[src/rtl/secuenciador_tirar.sv]
// Throw/discard counter sequencer: loads the counter with N pulses, then drains it at the tick rate.
// Optional build macro TIRAR_TIMEOUT_EN adds a DESCARGA tick timeout that leads to ERROR.
//
// state    | meaning
// DRENAR   | draining stale counter contents after reset/abort
// IDLE     | ready for a new job
// CARGA    | pulsing iniciar once per cycle, N cycles
// DESCARGA | draining the counter, one tirar_o per decrement
// FIN      | one-cycle job-complete pulse
// ERROR    | timeout, waits for abort_i
module secuenciador_tirar #(
  parameter int CNT_W         = 5,
  parameter int TIMEOUT_TICKS = 64
) (
  input  logic             clk_i,
  input  logic             rst_n_i,
  input  logic             clk_en_i,
  input  logic             req_valid_i,
  input  logic [CNT_W-1:0] req_cant_i,
  output logic             req_ready_o,
  input  logic             abort_i,
  output logic             cnt_iniciar_o,
  output logic             cnt_decrementar_o,
  input  logic             cnt_done_i,
  output logic             tirar_o,
  output logic [CNT_W-1:0] tirados_o,
  output logic             busy_o,
  output logic             fin_o,
  output logic             err_o
);

  typedef enum logic [2:0] {
    S_DRENAR,
    S_IDLE,
    S_CARGA,
    S_DESCARGA,
    S_FIN,
    S_ERROR
  } state_t;

  if (TIMEOUT_TICKS < 1) begin : g_bad_timeout
    $error("TIMEOUT_TICKS must be at least 1");
  end

  state_t           state_q, state_d;
  logic [CNT_W-1:0] load_q, load_d;
  logic [CNT_W-1:0] tirados_q, tirados_d;

`ifdef TIRAR_TIMEOUT_EN
  localparam int TW = $clog2(TIMEOUT_TICKS + 1);
  logic [TW-1:0] tick_q, tick_d;
`endif

  always_ff @(posedge clk_i or negedge rst_n_i) begin
    if (!rst_n_i) begin
      state_q   <= S_DRENAR;
      load_q    <= '0;
      tirados_q <= '0;
`ifdef TIRAR_TIMEOUT_EN
      tick_q    <= '0;
`endif
    end else begin
      state_q   <= state_d;
      load_q    <= load_d;
      tirados_q <= tirados_d;
`ifdef TIRAR_TIMEOUT_EN
      tick_q    <= tick_d;
`endif
    end
  end

  always_comb begin
    state_d           = state_q;
    load_d            = load_q;
    tirados_d         = tirados_q;
`ifdef TIRAR_TIMEOUT_EN
    tick_d            = tick_q;
`endif
    req_ready_o       = 1'b0;
    cnt_iniciar_o     = 1'b0;
    cnt_decrementar_o = 1'b0;
    busy_o            = 1'b1;
    fin_o             = 1'b0;
    err_o             = 1'b0;
    // done wins over a coincident tick: the counter is already empty
    tirar_o           = (state_q == S_DESCARGA) && clk_en_i && !cnt_done_i;

    case (state_q)
      S_DRENAR: begin
        cnt_decrementar_o = 1'b1;
        if (cnt_done_i) state_d = S_IDLE;
      end
      S_IDLE: begin
        req_ready_o = 1'b1;
        busy_o      = 1'b0;
        if (req_valid_i) begin
          load_d    = req_cant_i;
          tirados_d = '0;
          state_d   = (req_cant_i == '0) ? S_FIN : S_CARGA;
        end
      end
      S_CARGA: begin
        cnt_iniciar_o = 1'b1;
        load_d        = load_q - CNT_W'(1);
        if (load_q == CNT_W'(1)) begin
          state_d = S_DESCARGA;
`ifdef TIRAR_TIMEOUT_EN
          tick_d  = TW'(TIMEOUT_TICKS);
`endif
        end
      end
      S_DESCARGA: begin
        cnt_decrementar_o = 1'b1;
        if (tirar_o && (tirados_q != '1)) tirados_d = tirados_q + CNT_W'(1);
        if (cnt_done_i) state_d = S_FIN;
`ifdef TIRAR_TIMEOUT_EN
        else if (clk_en_i) begin
          if (tick_q == TW'(1)) state_d = S_ERROR;
          else tick_d = tick_q - TW'(1);
        end
`endif
      end
      S_FIN: begin
        fin_o   = 1'b1;
        state_d = S_IDLE;
      end
      S_ERROR: begin
`ifdef TIRAR_TIMEOUT_EN
        err_o = 1'b1;
`else
        state_d = S_DRENAR;
`endif
      end
      default: state_d = S_DRENAR;
    endcase

    if (abort_i && (state_q == S_CARGA || state_q == S_DESCARGA || state_q == S_ERROR))
      state_d = S_DRENAR;
  end

  assign tirados_o = tirados_q;

endmodule
[config.mk]
export PLATFORM = sky130hd
export DESIGN_NAME = secuenciador_tirar
export DESIGN_NICKNAME = d
export VERILOG_FILES = /design/src/rtl/secuenciador_tirar.sv
export SDC_FILE = /design/constraint.sdc
export NUM_CORES = 1
export LEC_CHECK = 0
export CAP_MARGIN = 10
export CORE_MARGIN = 3
export CORE_UTILIZATION = 45
export CTS_BUF_LIST = sky130_fd_sc_hd__clkbuf_2 sky130_fd_sc_hd__clkbuf_4 sky130_fd_sc_hd__clkbuf_8
export DETAILED_ROUTE_END_ITERATION = 16
export GPL_ROUTABILITY_DRIVEN = 0
export HOLD_SLACK_MARGIN = 0.05
export PLACE_DENSITY = 0.74
export RECOVER_POWER = 100
export SLEW_MARGIN = 20
export SYNTH_ARGS = -nofsm -noshare
export SYNTH_HDL_FRONTEND = slang
export SYNTH_SLANG_ARGS = --single-unit
export TNS_END_PERCENT = 50
[constraint.sdc]
create_clock -name clk_i -period 4.8 [get_ports clk_i]
set_input_delay 0.96 -clock clk_i [delete_from_list [all_inputs] [get_ports clk_i]]
set_output_delay 0.96 -clock clk_i [all_outputs]
set_load 0.03 [all_outputs]
* Yosys cells after proc, flatten, opt, wreduce, memory -nomap -nowiden
Index checks and enable logic that the tools add are counted.
Word-level totals: flip-flop bits (word level) 13
Operators by class: add/sub/neg operators 2, eq/ne operators 13, mux-type cells 17, reduce and logical (&&, ||, !) cells 15
Operators by type and width (count):
- $pmux 5 s2 | 2
- $mux 3 | 6
- $mux 5 | 3
- $pmux 3 s5 | 1
- $eq 3x2->1 const B | 2
- $eq 3x3->1 const B | 2
- $ne 3x2->1 const B | 2
- $ne 3x3->1 const B | 2
- $add 5x1->5 const B | 1
- $eq 5x1->1 const B | 1
- $logic_not 5->1 | 1
- $mux 1 | 5
- $ne 5x5->1 const B | 1
- $sub 5x1->5 const B | 1
- $logic_and 1x1->1 | 4
- $ne 2x2->1 const B | 2
- $reduce_and 4->1 | 1
- $reduce_bool 2->1 | 2
- $eq 3x1->1 const B | 1
- $logic_not 3->1 | 1
- $reduce_and 3->1 | 1
- $logic_or 1x1->1 | 2
- $reduce_and 2->1 | 1
- $reduce_or 2->1 | 1
- $logic_not 1->1 | 1

* Longest topological paths before layout
depth in word-level cells 6, depth in mapped cells 6, gate-level depth less buffers 6

* Least setup slack after synthesis
No wires, ideal clock.
path type register to output, from register state_q[1], to output port fin_o, arrival 1.444 ns, data required time 3.840 ns, slack 2.396 ns, stages on the path, launching flop included 4, path buffers 2, cells stage by stage dfrtp_1 buf_2 clkbuf_1 nor3b_1
On the way: cells in the longest elaborated chain, start to end 2
RTL lines:
- from (decl) | line 45 | state_t state_q, state_d;
- from (signal assigned) | line 63 | state_q <= state_d;
- $eq 3x3->1 | line 88 | case (state_q)
- $mux 1 | line 88
- to (decl) | line 28 | output logic fin_o,
No other way between the ends.

* Worst setup path in the final report
from input port cnt_done_i, to output port tirar_o
On the way: cells in the longest elaborated chain, start to end 2
RTL lines:
- from (decl) | line 24 | input logic cnt_done_i,
- $logic_not 1->1 | line 86 | tirar_o = (state_q == S_DESCARGA) && clk_en_i && !cnt_done_i;
- $logic_and 1x1->1 | line 86
- to (decl) | line 25 | output logic tirar_o,
No other way between the ends.

==> results.json <==
{
  "peakVddDrop_mv": 0.335,
  "grt.total_usage": 0.187,
  "run_status": "completed",
  "grt_antenna_before_repair": 0,
  "timing.critical_path.cells": "dlygate4sd3_1 > and4b_1 > dlygate4sd3_1",
  "grt_first_pass_wirelength_um": 3700,
  "pnr_total_power_w": 0.000699,
  "route.detailed.wl_per_inst_um": 14.7,
  "placementRows": 15,
  "clock_tree.root_cell": "sky130_fd_sc_hd__clkbuf_4",
  "finalCriticalPeriod_ns": 3.53,
  "number_of_enable_type_register_cells_in_the_synthesized_netlist": 0,
  "hold_buffers": 0,
  "layout_common_cells": "sky130_fd_sc_hd__dlygate4sd3_1, sky130_fd_sc_hd__dfrtp_1, sky130_fd_sc_hd__mux2i_1",
  "async_flop_share": 1.00,
  "tns_ns": 0,
  "layout.nets": 133,
  "path_buf_inv": 2,
  "synth_area_um2": 921,
  "slew_headroom": 0.608,
  "yosys_warnings": 0,
  "synth.avg_cell_area_um2": 9.49,
  "cp_arrival_ns": 2.57,
  "dpl.hpwl_um": 1610,
  "overflow": 0,
  "cts.repair_timing.setup_buffer_count": 0,
  "max-clock-path-buffers": 2,
  "slew_worst_pin_ns": 0.586,
  "synth-seq-cells": 13,
  "final_layout_size_suffix_gt1_frac": 0.0684,
  "n_fill_cell": 174,
  "crit_type": "input port to output port",
  "core_region_area_um2": 1820,
  "drt.antenna.violating_nets": 0,
  "post_cts_resized": 0,
  "power_per_cell_area_nw_per_um2": 603,
  "first_global_vias": 788,
  "route.vias.total": 807,
  "ys.flop_type": "sky130_fd_sc_hd__dfrtp_1",
  "crit_fanout": 6,
  "placedInstanceArea_um2": 1130,
  "synthToLayoutAreaGrowth_pct": 26.0,
  "routed_wirelength_um": 2090,
  "period_share": 0.735,
  "initial_utilization": 0.506,
  "detailedPlace.worstSlack_ns": 1.45,
  "timing.critical_path.to_type": "output port",
  "fp.dieW_um": 51.2,
  "fmaxAchievable_mhz": 284,
  "critPathTopFamily": "buffers and inverters",
  "hold_path.class": "flop to flop",
  "setup_viol": 0,
  "detailedRoute.firstIterationViolations": 16,
  "max-cap-violations": 0,
  "rsz_0062_raised_after_global_routing": "no",
  "area.sequential_um2": 325,
  "max_stage_delay_ns": 0.74,
  "remaining_drc_errors": 0,
  "clk_pin_slew_ns": 0.08,
  "p_leak_nw": 0.536,
  "io_buffer_count": 21,
  "dieArea_um2": 2630,
  "synth_cell_type_count": 39,
  "synthesis.nets": 112,
  "synth_cells": 97,
  "clock_sink_count": 13,
  "maxSlewViolCount": 0,
  "multiInputGateArea_um2": 536,
  "grt_start_max_net_pins": 21,
  "crit_path_top_delay_cell": "sky130_fd_sc_hd__dlygate4sd3_1",
  "postLayoutCellArea_um2": 1160,
  "final.setup_skew_ns": 0.00470,
  "drt_first_pass_iters": 4,
  "cp_data_required_time_ns": 3.84,
  "num_antenna_cells": 0,
  "post-route-worst-setup-slack_ns": 1.27,
  "h-tree-depth": 1,
  "clkLatencyLatePin_ns": 0.28,
  "mostFrequentLayoutCell": "sky130_fd_sc_hd__dlygate4sd3_1",
  "final-hold-violation-count": 0,
  "sequential_cell_area_fraction_in_the_yosys_report": 0.353,
  "critPathLaunchType": "input port",
  "number_of_buffers_created_by_cts": 3,
  "design.portCount": 23,
  "cts_tree": "yes",
  "die_height_um": 51.2,
  "critical_path.most_common_cell": "sky130_fd_sc_hd__dlygate4sd3_1",
  "vias_per_cell": 5.68
}
synth_stat cells (all sizes together), types with 2 or more instances:
library cell	number	area share
dfrtp	13	0.35
mux2i	7	0.076
a21oi	6	0.033
inv	6	0.024
nand2	6	0.024
buf	5	0.037
nor2	5	0.020
and3	4	0.027
ha	4	0.054
nor3b	4	0.033
mux2	3	0.037
nand2b	3	0.020
o21ai	3	0.016
a221o	2	0.022
nor3	2	0.011
nor4	2	0.014
o2bb2ai	2	0.019
flip-flops by register name, summed over array words and instances (netlist names):
signal     flops
tirados_o      5
load_q         5
state_q        3
metal layers:
metal / vias to the layer above / wire length (µm) / share of wire / GRT usage
li1: 400 / - / - / -
met1: 391 / 963 / 0.46 / 0.257
met2: 14 / 1020 / 0.49 / 0.292
met3: 2 / 90 / 0.043 / 0.0641
met4: 0 / 12 / 0.0058 / 0.0262
met5: - / 0 / 0 / 0
layout make-up:
type | count | share of cell area
Multi-Input combinational cell | 72 | 0.462
Timing Repair Buffer | 22 | 0.188
Sequential cell | 13 | 0.280
Tap cell | 25 | 0.0270
Inverter | 6 | 0.0194
Clock buffer | 3 | 0.0194
Clock inverter | 1 | 0.00432
cell families after synthesis:
kind of cell             after synthesis  share of synthesized area
AND/OR/NAND/NOR                       35                      0.239
AO/OA/AOI/OAI                         21                      0.162
flip-flops                            13                      0.353
buffers and inverters                 12                     0.0652
multiplexers                          10                      0.113
adder cells (fa/ha/maj)                4                     0.0543
other                                  1                    0.00407
XOR/XNOR                               1                    0.00951
through the flow:
step / cells / util / hold slack [ns]
floorplan: 97 / - / 0.471
global placement: 138 / 0.622 / 0.512
CTS: 142 / 0.637 / 0.522
finish: 142 / 0.637 / 0.518
detailed placement: 138 / 0.622 / 0.501
global route: 142 / 0.637 / 0.539
final timing paths:
check	startpoint	slack, ns	to	depth (start not counted)
worst min register to register	load_q[4]	0.52	load_q[4]	1
worst min-delay path	load_q[4]	0.52	load_q[4]	1
worst max register to register	tirados_o[0]	2.53	tirados_o[1]	6
max in group asynchronous	rst_n_i	3.31	load_q[4]	1
min in group asynchronous	rst_n_i	1.11	load_q[0]	1
worst max-delay path	cnt_done_i	1.27	tirar_o	3
report_power, final:
part | leakage (nW) | switching [W] | internal [W] | total, W
Clock | 0.0177 | 0.0000388 | 0.0000310 | 0.0000698
Sequential | 0.162 | 0.0000785 | 0.000156 | 0.000235
Combinational | 0.356 | 0.000214 | 0.000181 | 0.000395
(Power assumes the default switching activity.)
